**src/rtl/life_board.sv**
```systemverilog
// rtl/life_board.sv - Game of Life cell store with edit painting and timed generation stepping.
// Optional build macro LIFE_WRAP_EN selects a toroidal grid; undefined treats off-grid cells as dead.
module life_board #(
  parameter int WIDTH       = 8,
  parameter int HEIGHT      = 8,
  parameter int TICK_CYCLES = 4,
  parameter int GEN_W       = 8
) (
  input  logic                           clk,
  input  logic                           reset,
  input  logic                           write_en,
  input  logic                           set_cell,
  input  logic                           clear,
  input  logic [WIDTH-1:0][HEIGHT-1:0]   cursor,
  output logic [WIDTH-1:0][HEIGHT-1:0]   board,
  output logic [GEN_W-1:0]               gen_count,
  output logic                           step_done,
  output logic                           running
);

  localparam int CW = $clog2(TICK_CYCLES + 1);

  typedef enum logic [1:0] {EDIT, RUN_WAIT, RUN_STEP} state_t;

  state_t                         state_q, state_d;
  logic [CW-1:0]                  cnt_q, cnt_d;
  logic                           do_step;
  logic [WIDTH-1:0][HEIGHT-1:0]   next_board;

  function automatic logic [3:0] count8(input logic [7:0] v);
    logic [3:0] c;
    c = '0;
    for (int i = 0; i < 8; i++) c = c + {3'b000, v[i]};
    return c;
  endfunction

  // Neighbour indices are elaboration constants; validity masks kill off-grid cells when not wrapping.
  for (genvar gx = 0; gx < WIDTH; gx++) begin : g_col
    for (genvar gy = 0; gy < HEIGHT; gy++) begin : g_cell
      localparam int XM = (gx == 0) ? WIDTH - 1 : gx - 1;
      localparam int XP = (gx == WIDTH - 1) ? 0 : gx + 1;
      localparam int YM = (gy == 0) ? HEIGHT - 1 : gy - 1;
      localparam int YP = (gy == HEIGHT - 1) ? 0 : gy + 1;
`ifdef LIFE_WRAP_EN
      localparam bit VXM = 1'b1;
      localparam bit VXP = 1'b1;
      localparam bit VYM = 1'b1;
      localparam bit VYP = 1'b1;
`else
      localparam bit VXM = (gx != 0);
      localparam bit VXP = (gx != WIDTH - 1);
      localparam bit VYM = (gy != 0);
      localparam bit VYP = (gy != HEIGHT - 1);
`endif
      logic [7:0] nb;
      logic [3:0] n;
      assign nb = {board[XM][YM] & VXM & VYM,
                   board[XM][gy] & VXM,
                   board[XM][YP] & VXM & VYP,
                   board[gx][YM] & VYM,
                   board[gx][YP] & VYP,
                   board[XP][YM] & VXP & VYM,
                   board[XP][gy] & VXP,
                   board[XP][YP] & VXP & VYP};
      assign n = count8(nb);
      assign next_board[gx][gy] = (n == 4'd3) | (board[gx][gy] & (n == 4'd2));
    end
  end

  always_comb begin
    state_d = state_q;
    cnt_d   = cnt_q;
    do_step = 1'b0;
    if (write_en) begin
      state_d = EDIT;
    end else begin
      case (state_q)
        EDIT: begin
          state_d = RUN_WAIT;
          cnt_d   = '0;
        end
        RUN_WAIT: begin
          if (cnt_q == CW'(TICK_CYCLES - 1)) begin
            state_d = RUN_STEP;
            cnt_d   = '0;
          end else begin
            cnt_d = cnt_q + CW'(1);
          end
        end
        RUN_STEP: begin
          state_d = RUN_WAIT;
          cnt_d   = '0;
          do_step = 1'b1;
        end
        default: begin
          state_d = EDIT;
          cnt_d   = '0;
        end
      endcase
    end
  end

  always_ff @(posedge clk) begin
    if (reset) begin
      state_q   <= EDIT;
      cnt_q     <= '0;
      board     <= '0;
      gen_count <= '0;
      step_done <= 1'b0;
    end else begin
      state_q   <= state_d;
      cnt_q     <= cnt_d;
      step_done <= do_step;
      if (do_step) begin
        board     <= next_board;
        gen_count <= gen_count + GEN_W'(1);
      end else if (state_q == EDIT && write_en) begin
        if (clear) begin
          board     <= '0;
          gen_count <= '0;
        end else begin
          board <= (board & ~cursor) | (set_cell ? cursor : '0);
        end
      end
    end
  end

  assign running = (state_q != EDIT);

endmodule
```
**config.mk**
```make
export PLATFORM = sky130hd
export DESIGN_NAME = life_board
export DESIGN_NICKNAME = d
export VERILOG_FILES = /design/src/rtl/life_board.sv
export SDC_FILE = /design/constraint.sdc
export NUM_CORES = 1
export LEC_CHECK = 0
export ABC_AREA = 1
export CAP_MARGIN = 0
export CORE_ASPECT_RATIO = 1.25
export CORE_MARGIN = 1
export CORE_UTILIZATION = 50
export CTS_BUF_LIST = sky130_fd_sc_hd__clkbuf_8
export CTS_CLUSTER_DIAMETER = 120
export DETAILED_ROUTE_END_ITERATION = 12
export GPL_TIMING_DRIVEN = 0
export PLACE_DENSITY = 0.72
export SLEW_MARGIN = 10
export SYNTH_ARGS = -nofsm -noshare
export SYNTH_HDL_FRONTEND = slang
export SYNTH_SLANG_ARGS = --single-unit
```
**constraint.sdc**
```tcl
create_clock -name clk -period 3.9 [get_ports clk]
set_input_delay 0.585 -clock clk [delete_from_list [all_inputs] [get_ports clk]]
set_output_delay 0.585 -clock clk [all_outputs]
set_load 0.05 [all_outputs]
```
# Word level (Yosys, flattened, before mapping)
# Cells that the tools add are included.
[classes] bitwise=131 n_reduce_logical=8 mux=13 magnitude_cmp=0 multipliers=0 addsub=351 shifts=0 n_div=0 n_eq_ne=132
[ops] cell="4-bit by 1-bit adder with 4-bit output" n=216
[ops] cell="4-bit by 2-bit == test with 1-bit output (second input constant)" n=124
[ops] cell="64-bit 2-to-1 mux" n=4
[ops] cell="3-bit by 1-bit adder with 4-bit output" n=36
[ops] cell="2-bit by 1-bit adder with 3-bit output" n=40
[ops] cell="1-bit by 1-bit adder with 2-bit output" n=57
[ops] cell="1-bit bitwise AND" n=64
[ops] cell="64-bit bitwise AND" n=1
[ops] cell="64-bit NOT" n=1
[ops] cell="1-bit OR" n=64
[ops] cell="64-bit OR" n=1
[ops] cell="8-bit 2-to-1 mux" n=3
[ops] cell="3-bit by 2-bit == test with 1-bit output (second input constant)" n=5
[ops] cell="8-bit by 1-bit adder with 8-bit output (second input constant)" n=1
[ops] cell="3-bit 2-to-1 mux" n=2
[ops] cell="2-bit nonzero test" n=3
[ops] cell="2-bit case mux with 2 select lines" n=1
[ops] cell="2-bit OR reduction" n=2
[ops] cell="3-bit by 1-bit adder with 3-bit output (second input constant)" n=1
[ops] cell="2-bit by 1-bit == test with 1-bit output (second input constant)" n=1
[ops] cell="2-bit == test (second input constant)" n=1
[ops] cell="2-bit zero test" n=1
[ops] cell="1-bit 2-to-1 mux" n=2
[ops] cell="2-bit 2-to-1 mux" n=1
[ops] cell="other kinds (3)" n=3
[totals] inputBits=69 ff_bits=78 rom_bits=0 mem_count=0 latchBits=0 mem_bits_rw=0 out_inout_bits=74 word_cells=647

# Longest topological paths before layout
# Gate-level depths: netlist of the first run.
[logic_depth] ltp_word=11 mapped_depth=13 mapped_depth_nobuf=13

# Worst setup path after synthesis of the first run
# Ideal clock, no wire load.
[synth_path] path_kind="register -> register" startpoint="register board[33] (netlist bit)" endpoint="register board[42] (netlist bit)" path_stages_with_launch=13 required_ns=3.835 path_buffers=0 arrival_time_ns=3.614 path_slack_ns=0.222 setup_time_ns=0.065 period_less_slack_ns=3.678 path_cell_list="dfxtp_1 inv_1 fa_1 fa_1 fa_1 inv_1 ha_1 fa_1 o21a_1 nand2_1 nor2_1 nor2_1 nor2_1"
[synth_between] elab_chain_len=5 elab_cells_between_ends=6 cone_classes="add/sub: 1; eq/ne: 2; mux: 1; bitwise: 2"
[synth_lines] element="from (decl)" line="15" source="output logic [WIDTH-1:0][HEIGHT-1:0] board,"
[synth_lines] element="from (signal assigned)" line="115" source="board <= next_board;"
[synth_lines] element="from (signal assigned)" line="122" source="board <= (board & ~cursor) | (set_cell ? cursor : '0);"
[synth_lines] element="4-bit by 1-bit adder with 4-bit output *" line="33" source="for (int i = 0; i < 8; i++) c = c + {3'b000, v[i]};"
[synth_lines] element="4-bit by 2-bit == test with 1-bit output" line="66" source="assign next_board[gx][gy] = (n == 4'd3) | (board[gx][gy] & (n == 4'd2));"
[synth_lines] element="1-bit bitwise AND" line="66"
[synth_lines] element="1-bit OR *" line="66"
[synth_lines] element="64-bit 2-to-1 mux *" line="114" source="if (do_step) begin"
# Mark *: on every way between the ends. The rest lies on a longest branch, timed or not.
# A chain may end at the register's enable or synchronous reset.

# Worst setup path in the final report of the first run
[layout_path] startpoint="register board[29] (netlist bit)" endpoint="register board[37] (netlist bit)"
[layout_between] elab_chain_len=6 elab_cells_between_ends=7 cone_classes="add/sub: 2; eq/ne: 2; mux: 1; bitwise: 2"
[layout_lines] element="4-bit by 1-bit adder with 4-bit output * (2 in series)" line="33"
[layout_lines] element="4-bit by 2-bit == test with 1-bit output" line="66"
[layout_lines] element="1-bit bitwise AND" line="66"
[layout_lines] element="1-bit OR *" line="66"
[layout_lines] element="64-bit 2-to-1 mux *" line="114"
# Marked as above.

==> results of run 1 <==
## layer usage
layer  track usage  part of all wire  wire length [µm]  up-vias
met2        0.5062              0.50             18080      393
li1              -                 -                 -     5556
met1        0.3343              0.39             14190     5507
met3       0.04470             0.067              2436      105
met4        0.1423             0.040              1439        0
met5             0                 0                 0        -
## cell families after synthesis
logic type / after synthesis
adder cells (fa/ha/maj): 346
AND/OR/NAND/NOR: 635
buffers and inverters: 430
AO/OA/AOI/OAI: 222
flip-flops: 78
## synth_stat cells, drive strengths merged, types with 24 or more instances
cell | n | share of area
nand3 | 88 | 0.035
a21oi | 46 | 0.018
o21a | 24 | 0.014
clkbuf | 25 | 0.0073
fa | 196 | 0.31
nand4 | 25 | 0.012
nor2 | 231 | 0.068
nand2 | 280 | 0.083
o21ai | 145 | 0.057
inv | 387 | 0.11
dfxtp | 78 | 0.12
ha | 150 | 0.15
## flip-flops by register name, indices dropped and copies added (netlist names)
signal / count
gen_count: 8
step_done: 1
board: 64
cnt_q: 3
state_q: 2
## final timing paths
| kind | startpoint | to | cells after the start |
|---|---|---|---|
| setup / recovery | board[29] | board[37] | 12 |
| hold / removal | cnt_q[2] | cnt_q[2] | 1 |
| setup reg to reg | board[29] | board[37] | 12 |
| hold reg to reg | cnt_q[2] | cnt_q[2] | 1 |
## cell type report
type	count	area [µm²]
Sequential cell	78	1563
Clock inverter	7	65.06
Timing Repair Buffer	141	1411
Clock buffer	9	123.9
Buffer	42	201.4
Fill cell	2399	10350
Inverter	388	1456
Tap cell	335	419.2
Multi-Input combinational cell	1203	9617
## per-stage QoR
step	setup slack, ns	util	hold WS [ns]	area (µm²)
2_1_floorplan	0.2216	-	0.4409	12840
3_5_place_dp	0.1524	0.5817	0.4600	14670
3_3_place_gp	0.2259	0.5817	0.4528	14670
6_report	0.1523	0.5893	0.4719	14860
4_1_cts	0.1194	0.5892	0.4755	14860
5_1_grt	0.002607	0.5893	0.4944	14860
## power groups by stage
stage          combinational, mW  sequential (mW)  clock, mW
6_report                    2.13            0.983      0.663
5_1_grt                     2.46            0.996      0.700
4_1_cts                     2.14            0.984      0.668
3_5_place_dp                2.13             1.00          0
3_3_place_gp                2.01             1.00          0
2_1_floorplan               1.40             1.11          0
==> impl_metrics.py, run 1 <==
metrics = {
    "critical_path": {
        "cp-start-kind": "flop",
        "cp_slowest_cell": "dfxtp_1",
        "crit_path_frequent_cell": "fa_1",
        "cp.required_ns": 4.24,
        "critical_path_class": "flop to flop",
        "crit_family": "adder cells",
        "cp_data_arrival_time_ns": 4.08,
        "worst_path_largest_cell_delay_ns": 0.68,
        "r2r_setup_slack_ns": 0.15,
        "critical_path.max_fanout": 8,
        "worstSetupEndpointType": "flop",
        "critPathBufInv": 2,
        "crit_chain": "inv_1 > fa_1 > fa_1 > fa_1 > inv_1 > ha_1 > fa_1 > o21a_1 > nand2_1 > nor2_1 > nor2_1 > nor2_1",
    },
    "cells_and_area": {
        "most-common-layout-cells": "inv_1, nand2_1, nor2_1",
        "n_antenna_cell": 0,
        "final_common_cell": "inv_1",
        "drive_above_1_share": 0.02088,
        "final_cells": 2203,
        "fin_nets": 2278,
        "syn2layout_area_growth_pct": 15.74,
    },
    "routing": {
        "drcViolationCount": 0,
        "first_pass_iters": 8,
        "wl_per_cell_um": 16.41,
        "viasPerCell": 5.248,
        "vias": 11560,
        "routed_wl_mm": 36.15,
        "antenna_left": 0,
        "initialDrtViolationCount": 766,
    },
    "synth": {
        "yosys_warnings": 0,
        "synthSimpleGateAreaFrac": 0.2046,
        "synth_top_family_by_area": "adder cells",
        "syn_avg_cell_area_um2": 7.502,
        "synth-xor-area-share": 0,
        "ys_seq_area_frac": 0.1216,
        "yosysUniqueCellTypes": 28,
        "ys_ff_latch": 78,
        "synthMuxAreaShare": 0,
        "syn-cell-area_um2": 12840,
        "synth-main-ff-cell": "dfxtp_1",
        "synth-compound-area-share": 0.09270,
        "ys_async_sr_fraction": 0,
        "syn_nets": 2126,
        "synthAdderAreaFrac": 0.4519,
        "synthCells": 1711,
        "synth_enable_flop_cells": 0,
    },
    "grt": {
        "track_usage": 0.2855,
        "grt_pass1_vias": 11650,
        "grt_pass1_wl_mm": 58.56,
        "grt_antenna_before_repair": 0,
        "grt-ovfl-total": 0,
        "grt_max_degree": 17,
    },
    "sta": {
        "finalSetupViolCount": 0,
        "finalSetupTns_ns": 0,
        "period_needed_ns": 3.748,
        "slew_headroom": 0.4000,
        "fin_crit_sh": 0.9609,
        "hold_viol": 0,
        "rsz0062_at_grt": "false",
        "worst_pin_slew_ns": 0.9001,
        "slew_violations": 0,
        "finClkSkew_ns": 0.009623,
        "timing.fmax_mhz": 266.8,
    },
    "clocking": {
        "cts_resized": 0,
        "cts_max_level": 3,
        "cts.sinks": 78,
        "clockBufferDepth": 2,
        "cts_made_buffers": 9,
        "clock-root-buffer": "clkbuf_8",
        "clkSlewWorstSetupHoldPaths_ns": 0.11,
        "cts_tree": "yes",
        "cts_setup_buffers": 0,
        "cts_hold_buffers": 0,
        "clkLatencyLatePin_ns": 0.40,
    },
    "power": {
        "powerDensity_nw_per_um2": 254.0,
        "power_frac_comb": 0.564,
        "fin_total_pwr_mw": 3.774,
        "power.share.clock": 0.176,
        "swShare": 0.4760,
        "power.leakage_nw": 7.521,
        "power_frac_seq": 0.260,
        "vdd_drop_max_v": 0.0001570,
        "switching_power_mw": 1.796,
        "intPower_mw": 1.978,
    },
    "die": {
        "die_y_um": 181.1,
        "pin_count": 143,
        "rows": 65,
        "dieArea_um2": 26320,
        "start_util": 0.5091,
        "die_x_um": 145.3,
        "coreArea_um2": 25210,
    },
    "placed_design": {
        "dp_hpwl_mm": 28.28,
        "port_buffers": 141,
        "dp_cells": 2187,
        "gp_congestion": 0.8645,
    },
    "run_status": {
        "status": "complete, no violations",
    },
    "run": {
        "cap_violations": 0,
    },
    "hold_path": {
        "hold_path_class": "flop to flop",
    },
}
(Power assumes the default switching activity.)
==> run 2, diff against run 1 <==
--- a/config.mk
+++ b/config.mk
@@ -7,7 +7,7 @@
 export LEC_CHECK = 0
 export ABC_AREA = 1
 export CAP_MARGIN = 0
-export CORE_ASPECT_RATIO = 1.25
+export CORE_ASPECT_RATIO = 0.7
 export CORE_MARGIN = 1
 export CORE_UTILIZATION = 50
 export CTS_BUF_LIST = sky130_fd_sc_hd__clkbuf_8
@@ -15,7 +15,7 @@
 export DETAILED_ROUTE_END_ITERATION = 12
 export GPL_TIMING_DRIVEN = 0
 export PLACE_DENSITY = 0.72
-export SLEW_MARGIN = 10
+export SLEW_MARGIN = 20
 export SYNTH_ARGS = -nofsm -noshare
 export SYNTH_HDL_FRONTEND = slang
 export SYNTH_SLANG_ARGS = --single-unit
==> run 2 against run 1 <==
The run now ends with DRC left. Sequential power hardly changed. Clock skew up 0.011 ns. Clock-buffer cell count did not move. Worst hold slack gained 0.00089 ns. Critical endpoint is now board[28].
==> impl_metrics.py, run 2 (synthesis gave the netlist of run 1 again) <==
metrics = {
    "run_status": {
        "status": "finished with violations",
        "violations": "DRC",
    },
    "routing": {
        "initialDrtViolationCount": 863,
        "drcViolationCount": 9,
        "vias": 11640,
        "first_pass_iters": 11,
        "antenna_left": 0,
        "routed_wl_mm": 37.26,
        "wl_per_cell_um": 16.99,
        "viasPerCell": 5.309,
    },
    "die": {
        "coreArea_um2": 24920,
        "die_y_um": 136.1,
        "start_util": 0.5150,
        "rows": 48,
        "die_x_um": 193.5,
        "pin_count": 143,
        "dieArea_um2": 26330,
    },
    "hold_path": {
        "hold_end": "cnt_q[2]",
        "hold_depth": 1,
        "hold_start": "cnt_q[2]",
        "hold_path_class": "flop to flop",
    },
    "critical_path": {
        "critical_path_class": "flop to flop",
        "worstSetupEndpointType": "flop",
        "cp_data_arrival_time_ns": 4.02,
        "r2r-end": "board[28]",
        "critical_path.max_fanout": 8,
        "reg2reg_depth": 12,
        "cp.required_ns": 4.23,
        "reg2reg_from": "board[19]",
        "r2r_setup_slack_ns": 0.21,
        "cp-start-kind": "flop",
    },
    "clocking": {
        "cts_made_buffers": 9,
        "clock-root-buffer": "clkbuf_8",
        "clockBufferDepth": 2,
        "cts_max_level": 3,
        "clkSlewWorstSetupHoldPaths_ns": 0.12,
        "cts.sinks": 78,
        "cts_tree": "yes",
        "clkLatencyLatePin_ns": 0.40,
    },
    "sta": {
        "timing.fmax_mhz": 271.1,
        "worst_pin_slew_ns": 0.9027,
        "hold_slack_ns": 0.4727,
        "finalSetupTns_ns": 0,
        "hold_viol": 0,
        "period_needed_ns": 3.689,
        "finalSetupViolCount": 0,
        "fin_crit_sh": 0.9459,
        "slew_headroom": 0.3982,
        "slew_violations": 0,
        "rsz0062_at_grt": "false",
        "finClkSkew_ns": 0.02056,
    },
    "grt": {
        "grt_pass1_vias": 11490,
        "grt_antenna_before_repair": 0,
        "grt-ovfl-total": 0,
        "grt_pass1_wl_mm": 60.15,
        "grt_max_degree": 17,
        "track_usage": 0.2953,
    },
    "placed_design": {
        "gp_congestion": 0.8518,
        "dp_hpwl_mm": 29.54,
        "port_buffers": 141,
    },
    "cells_and_area": {
        "final_common_cell": "inv_1",
        "n_antenna_cell": 0,
        "fin_nets": 2278,
        "largest_register_ff_count": 64,
        "top_register": "board",
        "most-common-layout-cells": "inv_1, nand2_1, nor2_1",
        "drive_above_1_share": 0.02248,
        "utilization": 0.5956,
        "syn2layout_area_growth_pct": 15.64,
        "reg_top3": "board: 64 flops, gen_count: 8 flops, cnt_q: 3 flops",
    },
    "power": {
        "power.leakage_nw": 7.517,
        "powerDensity_nw_per_um2": 255.6,
        "vdd_drop_max_v": 0.0001645,
    },
    "run": {
        "cap_violations": 0,
    },
}
[run 2: repair_timing]
item,in CTS,in global routing
hold buffers,0,0
resized for setup,0,4
buffers inserted,0,0
setup endpoints to repair,0,4
[run 2: layout make-up]
cell class                      count  area (µm²)
Timing Repair Buffer              141        1411
Inverter                          388        1456
Buffer                             42       201.4
Sequential cell                    78        1567
Tap cell                          325       406.6
Clock buffer                        9       123.9
Fill cell                        2290       10080
Clock inverter                      7       61.31
Multi-Input combinational cell   1203        9617
[run 2: power breakdown]
part	internal (mW)	leakage [nW]	total [mW]	switching, mW
Combinational	0.885	6.78	2.15	1.26
Clock	0.246	0.0892	0.662	0.416
Sequential	0.845	0.643	0.985	0.140
Total	1.98	7.52	3.79	1.82
[run 2: through the flow]
stage          instance area [µm²]  total power, mW  instances  worst slack (ns)
6_report                     14840            3.794       2193            0.2108
5_1_grt                      14840            4.186       2193           0.04147
4_1_cts                      14840            3.795       2193            0.1600
3_5_place_dp                 14650            3.141       2177            0.1886
3_3_place_gp                 14650            3.024       2177            0.2428
2_1_floorplan                12840            2.517       1711            0.2216
[run 2: worst max path at each step]
stage                          from         to
after detailed placement  board[13]  board[21]
after global placement    board[13]  board[21]
final                     board[19]  board[28]
after floorplan           board[33]  board[42]
after global routing      board[29]  board[37]
after CTS                 board[13]  board[21]
[run 2: metal layers]
layer / routed length [µm] / GRT usage / vias to the layer above
li1: - / - / 5555
met1: 16500 / 0.4114 / 5538
met2: 16410 / 0.4739 / 499
met3: 3684 / 0.05755 / 51
met4: 660 / 0.07156 / 0
met5: 0 / 0 / -
[run 2: critical path, stage by stage, from the launching register on]
cell and delay [ns]:
dfxtp_1 0.50, inv_1 0.36, fa_1 0.65, fa_1 0.43, fa_1 0.49, inv_1 0.04
ha_1 0.21, fa_1 0.48, o21a_1 0.11, nand2_1 0.06, nor2_1 0.15, nor2_1 0.06
nor2_1 0.08
